[src/rtl/switch_debouncer.sv]
// ---------------------------------------------------------------------------
// switch_debouncer
//
// Conditions the raw slide-switch levels of the adder/multiplier display chip.
// Every switch bit is brought into the clk domain through a two-flop
// synchroniser, debounced by its own small counter, and published as a
// stable level plus one-cycle rise/fall pulses.
//
// Bit map (N_SW = 8): [2:0] a2..a0 operand, [5:3] b2..b0 operand,
//                     [6] show, [7] sw (add/mul select).
//
// Parameters:
//   N_SW            number of switch bits
//   DEBOUNCE_CYCLES consecutive cycles the synchronised value must differ
//                   from the clean value before it is accepted (>= 1)
//   SCAN_DIV        scan-tick period in clk cycles (>= 2), only used when
//                   the scan tick is built
//
// Ports:
//   clk        system clock, all state on the rising edge
//   rst_n      asynchronous active-low reset
//   sw_raw     raw, bouncing switch levels (asynchronous)
//   sw_clean   debounced level per bit
//   sw_rise    one-cycle pulse when a sw_clean bit goes 0->1
//   sw_fall    one-cycle pulse when a sw_clean bit goes 1->0
//   changed    OR of all rise/fall pulses, same cycle
//   scan_tick  digit-mux enable strobe, one cycle every SCAN_DIV cycles
//              (only present when SWITCH_DEBOUNCER_SCAN_TICK_EN is defined)
//
// Optional feature macro: SWITCH_DEBOUNCER_SCAN_TICK_EN
// ---------------------------------------------------------------------------
module switch_debouncer #(
    parameter int N_SW            = 8,
    parameter int DEBOUNCE_CYCLES = 1000,
    parameter int SCAN_DIV        = 500
) (
    input  logic            clk,
    input  logic            rst_n,
    input  logic [N_SW-1:0] sw_raw,
    output logic [N_SW-1:0] sw_clean,
    output logic [N_SW-1:0] sw_rise,
    output logic [N_SW-1:0] sw_fall,
    output logic            changed
`ifdef SWITCH_DEBOUNCER_SCAN_TICK_EN
    ,
    output logic            scan_tick
`endif
);

    // Catch illegal parameterisations at elaboration time.
    if (DEBOUNCE_CYCLES < 1 || SCAN_DIV < 2) begin : g_bad_params
        $error("switch_debouncer: DEBOUNCE_CYCLES must be >= 1 and SCAN_DIV >= 2");
    end

    localparam int CW = $clog2(DEBOUNCE_CYCLES + 1);
    // Counter value on the edge before acceptance: the increment that would
    // reach DEBOUNCE_CYCLES is replaced by the acceptance itself, so the
    // counter never holds DEBOUNCE_CYCLES and cannot wrap.
    localparam logic [CW-1:0] CNT_LAST = CW'(DEBOUNCE_CYCLES - 1);

    typedef enum logic {
        STABLE   = 1'b0,
        COUNTING = 1'b1
    } state_t;

    logic [N_SW-1:0] sync_a;
    logic [N_SW-1:0] sync_b;
    logic [N_SW-1:0] accept;
    state_t          state [N_SW];
    logic [CW-1:0]   cnt   [N_SW];

    // Two-flop synchroniser; sync_b is the value the debouncer looks at.
    always_ff @(posedge clk or negedge rst_n) begin
        if (!rst_n) begin
            sync_a <= '0;
            sync_b <= '0;
        end else begin
            sync_a <= sw_raw;
            sync_b <= sync_a;
        end
    end

    // A bit is accepted on the edge where its counter would reach
    // DEBOUNCE_CYCLES. In STABLE the counter is 0, so with
    // DEBOUNCE_CYCLES == 1 the first differing cycle is accepted directly.
    always_comb begin
        accept = '0;
        for (int i = 0; i < N_SW; i++) begin
            accept[i] = (sync_b[i] != sw_clean[i]) && (cnt[i] == CNT_LAST);
        end
    end

    // Per-bit debounce FSM. Any cycle in which the synchronised value agrees
    // with the clean value again throws the partial count away.
    always_ff @(posedge clk or negedge rst_n) begin
        if (!rst_n) begin
            for (int i = 0; i < N_SW; i++) begin
                state[i] <= STABLE;
                cnt[i]   <= '0;
            end
        end else begin
            for (int i = 0; i < N_SW; i++) begin
                case (state[i])
                    STABLE: begin
                        if (sync_b[i] != sw_clean[i] && !accept[i]) begin
                            state[i] <= COUNTING;
                            cnt[i]   <= cnt[i] + 1'b1;
                        end else begin
                            state[i] <= STABLE;
                            cnt[i]   <= '0;
                        end
                    end
                    COUNTING: begin
                        if (sync_b[i] == sw_clean[i] || accept[i]) begin
                            state[i] <= STABLE;
                            cnt[i]   <= '0;
                        end else begin
                            state[i] <= COUNTING;
                            cnt[i]   <= cnt[i] + 1'b1;
                        end
                    end
                    default: begin
                        state[i] <= STABLE;
                        cnt[i]   <= '0;
                    end
                endcase
            end
        end
    end

    // Registered outputs: the pulses appear in exactly the cycle in which
    // sw_clean first shows its new value.
    always_ff @(posedge clk or negedge rst_n) begin
        if (!rst_n) begin
            sw_clean <= '0;
            sw_rise  <= '0;
            sw_fall  <= '0;
            changed  <= 1'b0;
        end else begin
            sw_clean <= sw_clean ^ accept;
            sw_rise  <= accept & sync_b;
            sw_fall  <= accept & ~sync_b;
            changed  <= |accept;
        end
    end

`ifdef SWITCH_DEBOUNCER_SCAN_TICK_EN
    localparam int SCW = $clog2(SCAN_DIV);
    localparam logic [SCW-1:0] SCAN_LAST = SCW'(SCAN_DIV - 1);

    logic [SCW-1:0] scan_cnt;

    // Free-running divider; the tick is registered so the first strobe is
    // seen after the SCAN_DIV-th edge following reset release.
    always_ff @(posedge clk or negedge rst_n) begin
        if (!rst_n) begin
            scan_cnt  <= '0;
            scan_tick <= 1'b0;
        end else if (scan_cnt == SCAN_LAST) begin
            scan_cnt  <= '0;
            scan_tick <= 1'b1;
        end else begin
            scan_cnt  <= scan_cnt + 1'b1;
            scan_tick <= 1'b0;
        end
    end
`endif

endmodule

[config.mk]
export PLATFORM = sky130hd
export DESIGN_NAME = switch_debouncer
export DESIGN_NICKNAME = d
export VERILOG_FILES = /design/src/rtl/switch_debouncer.sv
export SDC_FILE = /design/constraint.sdc
export NUM_CORES = 1
export LEC_CHECK = 0
export ABC_AREA = 0
export BUFFER_PORTS_ARGS = -buffer_cell sky130_fd_sc_hd__buf_2
export CORE_UTILIZATION = 38
export DETAILED_ROUTE_END_ITERATION = 12
export PLACE_DENSITY = 0.61
export SLEW_MARGIN = 20
export SYNTH_ARGS = -nofsm -noshare
export SYNTH_HDL_FRONTEND = slang
export SYNTH_SLANG_ARGS = --single-unit
[constraint.sdc]
create_clock -name clk -period 2.8 [get_ports clk]
set_input_delay 0.14 -clock clk [delete_from_list [all_inputs] [get_ports clk]]
set_output_delay 0.14 -clock clk [all_outputs]
set_load 0.05 [all_outputs]
### Yosys cells after proc, flatten, opt, wreduce, memory -nomap -nowiden

Cells that the tools add are included.

| cells by class | value |
|---|---|
| $add $sub $neg | 8 |
| eq/ne operators | 24 |
| mux-type cells | 48 |
| bitwise gates (word level) | 12 |
| reduce and logical (&&, ||, !) cells | 33 |

Operator list:

| kind | number |
|---|---|
| $mux 10 | 16 |
| $pmux 10 s2 | 8 |
| $add 10x1->10 const B | 8 |
| $eq 10x10->1 const B | 8 |
| $and 8x8->8 | 2 |
| $logic_and 1x1->1 | 16 |
| $mux 1 | 16 |
| $pmux 1 s2 | 8 |
| $eq 1x1->1 | 8 |
| $logic_not 1->1 | 8 |
| $logic_or 1x1->1 | 8 |
| $ne 1x1->1 | 8 |
| $not 1->1 | 8 |
| $not 8->8 | 1 |
| $reduce_or 8->1 | 1 |
| $xor 8x8->8 | 1 |

| storage, ports and cells | value |
|---|---|
| flip-flop bits (word level) | 129 |
| output and inout port bits | 25 |
| word-level logic and storage cells | 147 |

### Longest topological paths before layout

| depth | value |
|---|---|
| word-level depth | 6 |
| depth in mapped cells | 6 |
| mapped depth without buffers | 5 |

### Worst setup path after synthesis

OpenSTA, ideal clock, no wires.

| path | value |
|---|---|
| path kind | register to register |
| start point | register cnt[20] in the netlist's numbering |
| end point | register (tool-made name) |
| data arrival time | 1.508 ns |
| required time | 2.675 ns |
| path slack | 1.167 ns |
| cell stages (with the launch flop) | 6 |
| path buffers | 1 |
| clock period less this slack | 1.633 ns |
| cell sequence | dfrtp_1 > ha_1 > nand2_1 > or4_1 > buf_2 > mux2_4 |

RTL lines:

| item | line | RTL |
|---|---|---|
| start, declared | 70 | `logic [CW-1:0] cnt [N_SW];` |
| start signal, assigned by index | 107 | `cnt[i] <= cnt[i] + 1'b1;` |
| start signal, assigned by index | 119 | `cnt[i] <= cnt[i] + 1'b1;` |

==> flow_summary.ini <==
[detailed_routing]
totalWireLength_mm = 8.77
drt_iter0_markers = 170
vias = 3352
route.detailed.drc = 0
drtAntennaViolNets = 0
drt-vias-per-instance = 4.82
drt-wirelength-per-cell_um = 12.6
drt_first_pass_iters = 4

[finish]
area_growth_pct = 19.7
antenna_cells = 0
drive_gt1_share_pct = 14.5
finalNetCount = 533
fin_util_pct = 47.5
final_cell_area_mm2 = 0.00609

[cts]
post_cts_buffers = 0
cts_htree_levels = 4
cts_resized = 0
clkTransAtPathRegs_ns = 0.05
root_buffer = clkbuf_16
insertion_delay_ns = 0.41
cts_sinks = 121
cts_tree = done
holdBufCountCts = 9
cts_made_buffers = 17
clockBufferDepth = 2

[floorplanning]
die_h_um = 118
io_pins = 35
dieWidth_um = 118
num_rows = 41
start_util_pct = 39.7
core_mm2 = 0.0128
die_area_mm2 = 0.0139

[setup_path]
cp-start-kind = flop
critPathMaxStageDelay_ns = 0.63
cp_top_family = compound AO/OA/AOI/OAI gates
worstSetupPathDepth = 4
worstPathRequired_ns = 3.04
slowest_stage = a2111oi_0
cp_max_fo = 5
critPathCaptureType = flop
worst-path-buf-inv = 0
criticalPathCategory = flop to flop
r2r.worst_path.cells = 4
cp_cell_sequence = xnor2_1, nor4_1, a2111oi_0, nand3_1
worstPathArrival_ns = 2.09

[synthesis]
synth_cells = 458
synth-seq-cells = 121
netlist_area_mm2 = 0.00509
synth_commonest_cells = 121 x dfrtp_1, 87 x nor2_1, 56 x xnor2_1, 29 x nor3_1, 27 x nand2_1
synthArstFlopShare_pct = 100
synth.largest_area_cell = dfrtp_1
synth.avg_cell_area_um2 = 11.1
yosysUniqueCellTypes = 29
synthesis.nets = 476
synth-edff-count = 0
yosysMostFrequentCell = dfrtp_1
synth_top_area_share_pct = 59.5
yosys_warnings = 0
synthFlopType = dfrtp_1
synth_seq_area_share_pct = 59.5
ys_top_cells_by_area = dfrtp_1 60%, xnor2_1 9.6%, nor2_1 6.4%

[sta]
period_needed_ns = 1.86
hold_viol_final = 0
maxSlewViolCount = 0
period_share_pct = 66.3
fin_skew_ns = 0.00887
fmax_mhz = 539
tns_ns = 0
hold-worst-slack_ns = 0.348
max-slew-margin-rel_pct = 43.8
setup_viol = 0
tightest_slew_ns = 0.843
rsz0062_at_grt = no

[grt]
grt_pass1_vias = 3452
grt_pass1_wl_mm = 15.6
antenna_found_initial = 0
grt_overflow = 0
grt_max_degree = 66
grt_usage_pct = 14.2

[hold_path]
hp-class = flop to flop
whs_path_depth = 0

[placed_design]
post_dp_cell_area_mm2 = 0.00547
numPortBuffers = 34
gp_congestion = 0.785
dpl.hpwl_mm = 5.85

[pwr]
power.density_mw_per_mm2 = 641
leakagePower_nw = 2.65
finalPower_w = 0.00391
max-vdd-ir-drop_mv = 0.422

[outcome]
status = finished, final reports clean

[run]
cap_violations = 0
[layer usage]
| layer | global-route usage [%] | wire [µm] | share of wire [%] |
|---|---|---|---|
| met5 | 0 | 0 | 0 |
| met4 | 7.13 | 133 | 1.5 |
| met3 | 4.26 | 282 | 3.2 |
| met2 | 23.2 | 4360 | 50 |
| met1 | 16.9 | 4000 | 46 |
[through the flow]
stage / worst slack [ns] / cells
after floorplan: 1.17 / 458
after global placement: 0.828 / 659
after detailed placement: 0.847 / 659
after CTS: 0.834 / 696
after global routing: 0.710 / 696
final: 0.944 / 696
[worst reg2reg max path: stages, from the launching register on]
cell	delay [ns]
dfrtp_1	0.41
xnor2_1	0.34
nor4_1	0.13
a2111oi_0	0.63
nand3_1	0.17
[power by group]
part           switching, W  internal [W]
Combinational     0.0000805     0.0000507
Sequential        0.0000326       0.00179
Clock              0.000701       0.00125
[worst paths after layout]
| path | from | to | slack [ns] |
|---|---|---|---|
| max | flop | changed | 0.94 |
| min | sync_a[7] | sync_b[7] | 0.35 |
| max reg2reg | flop | changed | 0.94 |
| min reg2reg | sync_a[7] | sync_b[7] | 0.35 |
| max in group asynchronous | rst_n | cnt[15] | 1.64 |
| min in group asynchronous | rst_n | changed | 0.37 |
[cells in the final DEF, fill, tap and decap left out, drive strengths merged, types with 8 or more instances in the layout]
cell type    instances
xnor2               56
nand2               27
inv                 13
dlygate4sd3          9
ha                   8
nor3                29
mux2                 8
nor2                87
buf                 35
xor2                18
nand4                8
or4                  9
nand3               26
nor3b               16
nand2b               9
clkbuf              26
dfrtp              121
[cell type report]
class | instances | area (µm²)
timing repair buffer | 44 | 283
inverter | 13 | 48.8
clock inverter | 2 | 12.5
sequential | 121 | 3030
clock buffer | 26 | 519
fill | 1189 | 6740
multi-input combinational | 318 | 1980
tap | 172 | 215
[registers in the layout, indices dropped and copies added (netlist names), named ones only]
name	cells
sync_b	8
sw_fall	8
sync_a	8
cnt	80
changed	1
sw_rise	8
[kinds of logic (layout without fill, tap and decap cells)]
| group | Yosys count | count (layout) | share of synthesized area [%] |
|---|---|---|---|
| adders and majority gates | 8 | 8 | 1.97 |
| AOI/OAI and AO/OA | 3 | 3 | 0.541 |
| and+or+nand+nor | 225 | 225 | 21.9 |
| buffers and inverters | 19 | 85 | 1.52 |
| muxes | 8 | 8 | 1.84 |
| DFF | 121 | 121 | 59.5 |
| xor gates and xnor gates | 74 | 74 | 12.7 |
(Power assumes the default switching activity.)
